--- src/rtl/txeread.sv ---
// Transmit packet reader: fetches 32-bit words from the TX buffer RAM and
// streams them as nibbles (first byte at word MSB, low nibble first), one per i_ce.
module txeread #(
    parameter int unsigned AW = 12
) (
    input  logic          i_clk,
    input  logic          i_reset,
    input  logic          i_ce,
    input  logic          i_start,
    input  logic [AW+1:0] i_len,
    input  logic          i_cancel,
    output logic [AW-1:0] o_raddr,
    input  logic [31:0]   i_rdata,
    output logic          o_busy,
    output logic          o_v,
    output logic [3:0]    o_d
);

    localparam int unsigned LW = AW + 2;
    localparam int unsigned NW = AW + 3;

    typedef enum logic [2:0] {
        S_IDLE = 3'd0,
        S_P0   = 3'd1,
        S_P1   = 3'd2,
        S_P2   = 3'd3,
        S_SEND = 3'd4,
        S_TAIL = 3'd5
    } state_t;

    state_t        state_q, state_d;
    logic [LW-1:0] len_q, len_d;
    logic [NW-1:0] n_q, n_d;
    logic [31:0]   sreg_q, sreg_d;
    logic [31:0]   nxt_q, nxt_d;
    logic [AW-1:0] raddr_q, raddr_d;
    logic          pend1_q, pend1_d;
    logic          pend2_q, pend2_d;
    logic          busy_q, busy_d;
    logic          v_q, v_d;
    logic [3:0]    d_q, d_d;

    logic          start_ok_c;
    logic [NW-1:0] last_n_c;
    logic          last_c;
    logic [3:0]    nib_c;

    assign start_ok_c = i_start && !busy_q && (i_len != '0);
    assign last_n_c   = {len_q, 1'b0} - NW'(1);
    assign last_c     = (n_q == last_n_c);

    // Byte order is big-endian within the word, nibble order is low-first within the byte.
    always_comb begin
        nib_c = sreg_q[27:24];
        case (n_q[2:0])
            3'd0: nib_c = sreg_q[27:24];
            3'd1: nib_c = sreg_q[31:28];
            3'd2: nib_c = sreg_q[19:16];
            3'd3: nib_c = sreg_q[23:20];
            3'd4: nib_c = sreg_q[11:8];
            3'd5: nib_c = sreg_q[15:12];
            3'd6: nib_c = sreg_q[3:0];
            3'd7: nib_c = sreg_q[7:4];
            default: nib_c = sreg_q[27:24];
        endcase
    end

    always_ff @(posedge i_clk) begin
        if (i_reset) begin
            state_q <= S_IDLE;
        end else begin
            state_q <= state_d;
        end
    end

    always_comb begin
        state_d = state_q;
        if (i_cancel) begin
            state_d = S_IDLE;
        end else begin
            case (state_q)
                S_IDLE: if (start_ok_c) state_d = S_P0;
                S_P0:   state_d = S_P1;
                S_P1:   state_d = S_P2;
                S_P2:   state_d = S_SEND;
                S_SEND: if (i_ce && last_c) state_d = S_TAIL;
                S_TAIL: if (i_ce) state_d = S_IDLE;
                default: state_d = S_IDLE;
            endcase
        end
    end

    // Datapath next values; the refill pipe lands i_rdata in nxt two clocks after the address bump.
    always_comb begin
        len_d   = len_q;
        n_d     = n_q;
        sreg_d  = sreg_q;
        nxt_d   = nxt_q;
        raddr_d = raddr_q;
        pend1_d = 1'b0;
        pend2_d = pend1_q;
        busy_d  = busy_q;
        v_d     = v_q;
        d_d     = d_q;

        if (pend2_q) begin
            nxt_d = i_rdata;
        end

        if (i_cancel) begin
            len_d   = '0;
            n_d     = '0;
            sreg_d  = '0;
            nxt_d   = '0;
            raddr_d = '0;
            pend2_d = 1'b0;
            busy_d  = 1'b0;
            v_d     = 1'b0;
            d_d     = '0;
        end else begin
            case (state_q)
                S_IDLE: begin
                    if (start_ok_c) begin
                        len_d   = i_len;
                        raddr_d = '0;
                        n_d     = '0;
                        busy_d  = 1'b1;
                    end
                end
                S_P0: raddr_d = AW'(1);
                S_P1: sreg_d  = i_rdata;
                S_P2: nxt_d   = i_rdata;
                S_SEND: begin
                    if (i_ce) begin
                        v_d = 1'b1;
                        d_d = nib_c;
                        n_d = n_q + NW'(1);
                        if (n_q[2:0] == 3'd7) begin
                            sreg_d  = nxt_q;
                            raddr_d = raddr_q + AW'(1);
                            pend1_d = 1'b1;
                        end
                    end
                end
                S_TAIL: begin
                    if (i_ce) begin
                        v_d    = 1'b0;
                        busy_d = 1'b0;
                    end
                end
                default: ;
            endcase
        end
    end

    always_ff @(posedge i_clk) begin
        if (i_reset) begin
            len_q   <= '0;
            n_q     <= '0;
            sreg_q  <= '0;
            nxt_q   <= '0;
            raddr_q <= '0;
            pend1_q <= 1'b0;
            pend2_q <= 1'b0;
            busy_q  <= 1'b0;
            v_q     <= 1'b0;
            d_q     <= '0;
        end else begin
            len_q   <= len_d;
            n_q     <= n_d;
            sreg_q  <= sreg_d;
            nxt_q   <= nxt_d;
            raddr_q <= raddr_d;
            pend1_q <= pend1_d;
            pend2_q <= pend2_d;
            busy_q  <= busy_d;
            v_q     <= v_d;
            d_q     <= d_d;
        end
    end

    assign o_raddr = raddr_q;
    assign o_busy  = busy_q;
    assign o_v     = v_q;
    assign o_d     = d_q;

endmodule

--- config.mk ---
export PLATFORM = sky130hd
export DESIGN_NAME = txeread
export DESIGN_NICKNAME = d
export VERILOG_FILES = /design/src/rtl/txeread.sv
export SDC_FILE = /design/constraint.sdc
export NUM_CORES = 1
export LEC_CHECK = 0
export CORE_ASPECT_RATIO = 0.9
export CORE_MARGIN = 4
export CORE_UTILIZATION = 40
export CTS_BUF_LIST = sky130_fd_sc_hd__clkbuf_8
export DETAILED_ROUTE_END_ITERATION = 16
export PLACE_DENSITY_LB_ADDON = 0.1
export REMOVE_ABC_BUFFERS = 1
export SYNTH_ARGS = -nofsm -noshare
export SYNTH_HDL_FRONTEND = slang
export SYNTH_SLANG_ARGS = --single-unit
--- constraint.sdc ---
create_clock -name i_clk -period 2.2 [get_ports i_clk]
set_clock_uncertainty 0.1 [all_clocks]
set_input_delay 0.33 -clock i_clk [delete_from_list [all_inputs] [get_ports i_clk]]
set_output_delay 0.33 -clock i_clk [all_outputs]
set_load 0.02 [all_outputs]
==> flow_metrics.tcl <==
set metrics [dict create \
    status "finished, violations left" \
    violations "setup timing" \
    num_vias 4795 \
    place.gp.congestion 0.812 \
    ir_drop_uv 379 \
    startpoint_type "register" \
    routed_via_density 5.20 \
    dp_hpwl_um 9500 \
    syn_area_per_cell_um2 8.47 \
    drtPass1Iterations 5 \
    post-route-period-util 1.01 \
    drcViolationCount 0 \
    regArea_um2 2330 \
    crit_fanout 3 \
    coreArea_um2 13400 \
    slew_headroom 0.711 \
    power_mw 4.90 \
    dieArea_um2 15600 \
    cp-end-kind "register" \
    ys_warn_count 0 \
    fp-row-count 40 \
    async_reset_ff_frac 0 \
    cts_buffers 17 \
    synth_edf_count 0 \
    setup_viol 1 \
    grt_first_pass_wirelength_um 22300 \
    ys_seq_elements 116 \
    holdPathEnd "pend2_q" \
    synth_ff_type "dfxtp_1" \
    clkSinkCount 116 \
    cts_tree "built" \
    power.leakage_nw 2.47 \
    rr_worst_depth 6 \
    tns_ns -0.0313 \
    hold_start "pend1_q" \
    postCtsSetupRepairBufs 0 \
    htree_levels 4 \
    cts_hold_buf 0 \
    dpl_cell_area_um2 6640 \
    io_buffer_count 68 \
    initial_utilization 0.409 \
    grt_pass1_vias 4601 \
    fin_nets 800 \
    wirelength_um 13300 \
    reg2reg_setup_slack_ns -0.03 \
    netlist_area_um2 5460 \
    hold_depth 1 \
    antenna_found_initial 0 \
    clock.fmax_mhz 448 \
    drt_iter0_drc 301 \
    slew_violations 0 \
    clk_path_buf_depth 2 \
    fill_cells 1242 \
    rr_endpoint "state_q[0]" \
    maxCapViolations 0 \
    finalHoldViolations 0 \
    multi_input_area_um2 2960 \
    worstSetupPathType "reg2reg" \
    ios 69 \
    cp.required_ns 2.46 \
    die_x_um 131 \
    tightest_slew_ns 0.433 \
    die_h_um 119 \
    finish.instance_area_um2 7140 \
    cts_root_buf "clkbuf_8" \
    timing.rr.start "len_q[5]" \
    seq_area_frac_synth 0.425 \
    area_growth_pct 30.8 \
    setup_ws_ns -0.0313 \
    drive_above_1_share 0.129 \
    antenna-diode-count 0 \
    grt-ovfl-total 0 \
    rsz0062_at_grt "yes" \
    hold-worst-slack_ns 0.325 \
    netlist_instances 645 \
    layout_min_cycle_time_ns 2.23 \
    grt_use_total 0.174 \
    worstHoldPathType "reg2reg" \
    wl_per_cell_um 14.4 \
    synth_cell_types 44 \
    clk_latency_ns 0.44 \
    utilization 0.535 \
    grt_max_degree 89 \
    arrival_ns 2.49 \
    ant_nets 0 \
    power.density_nw_per_um2 687 \
    clkSlewWorstSetupHoldPaths_ns 0.07 \
]
==> report_power, final <==
group          internal, mW  switching [mW]  leakage, nW  total [mW]
logic                 0.236           0.214         1.28       0.449
registers              2.12          0.0142        0.937        2.13
clock network          1.46           0.864        0.251        2.32
==> how the worst max path moves through the flow <==
stage                    from    endpoint  cells past startpoint  slack [ns]
floorplan              n_q[0]   sreg_q[0]                      5       -1.63
global placement    i_len[11]  o_raddr[1]                      8       -0.17
detailed placement  i_len[13]  o_raddr[1]                      9       -0.22
CTS                  len_q[0]  state_q[0]                      6       -0.06
global route         len_q[6]  state_q[0]                      6        -0.1
finish               len_q[5]  state_q[0]                      6       -0.03
==> cell usage after synthesis (5+ instances only) <==
cell / number / share of area
inv_1: 8 / 0.0055
o21ai_0: 7 / 0.0064
dfxtp_1: 116 / 0.43
a222oi_1: 8 / 0.015
ha_1: 8 / 0.018
a211oi_1: 32 / 0.044
buf_2: 5 / 0.0046
nor3_1: 13 / 0.012
nor3b_1: 5 / 0.0069
nand2_1: 88 / 0.060
a21oi_1: 48 / 0.044
nand4_1: 7 / 0.0080
and2_1: 6 / 0.0069
mux2i_1: 49 / 0.090
xnor2_1: 34 / 0.055
nor4_1: 16 / 0.018
clkbuf_1: 32 / 0.022
xor2_1: 8 / 0.013
nand3_1: 11 / 0.010
nor2_1: 96 / 0.066
==> cell usage in the layout (no fill, tap or decap), drive strengths merged, types with 5 or more instances in the layout <==
cell type and instances:
nor3b 5, a211oi 32, and2 6, nor2 96, clkdlybuf4s50 68, nand2 88
buf 52, ha 8, xor2 8, nand4 7, mux2i 49, dfxtp 116
nor4 17, xnor2 34, nand3 11, a222oi 8, bufinv 5, inv 12
nor3 13, a21oi 48, clkbuf 21, o21ai 7
==> metrics by stage <==
stage | setup slack [ns] | instances
finish | -0.0313 | 922
global route | -0.0974 | 922
CTS | -0.0634 | 922
floorplan | -1.63 | 602
detailed placement | -0.216 | 890
global placement | -0.169 | 890
==> area by class of cell <==
cell class	instances	share of cell area
flip-flops and latches	116	0.326
repair buffers	120	0.160
clock buffers	21	0.0405
inverters	8	0.00420
clock inverters	11	0.0256
multi-input cells	478	0.414
well taps	168	0.0294
==> per-layer routing <==
layer | global-route usage | share of wire | routed length, µm | vias up
met1 | 0.242 | 0.50 | 6720 | 2250
met4 | 0.0531 | 0.012 | 156 | 0
met2 | 0.268 | 0.45 | 5940 | 77
met5 | 0 | 0 | 0 | -
li1 | - | - | - | 2455
met3 | 0.0448 | 0.037 | 499 | 13
==> cells by family after synthesis <==
kind of cell               after synthesis  share of synthesized area
muxes                                   49                     0.0898
adders and majority gates                8                     0.0183
AOI/OAI and AO/OA                      109                      0.130
DFF                                    116                      0.425
and+or+nand+nor                        270                      0.230
xor gates and xnor gates                42                     0.0674
buffers and inverters                   51                     0.0399
==> sequential cells by signal, indices dropped and copies added, names as in the netlist <==
name,count
nxt_q,32
sreg_q,32
n_q,15
len_q,14
o_raddr,12
o_d,4
state_q,3
o_busy,1
o_v,1
pend1_q,1
pend2_q,1
==> what timing repair did <==
| action | in CTS | in global routing |
|---|---|---|
| setup endpoints to repair | 1 | 5 |
| pin swaps | 2 | 1 |
| gates resized for setup | 3 | 5 |
==> worst max-delay path: stages, from the launching register on <==
cell and delay (ns):
dfxtp_1 0.31, or4_4 0.59, nor4_4 0.16, xnor2_1 0.10, or3_1 0.31, or4_4 0.42
o31ai_2 0.17
Note: power is estimated with default switching activity, not from simulation.
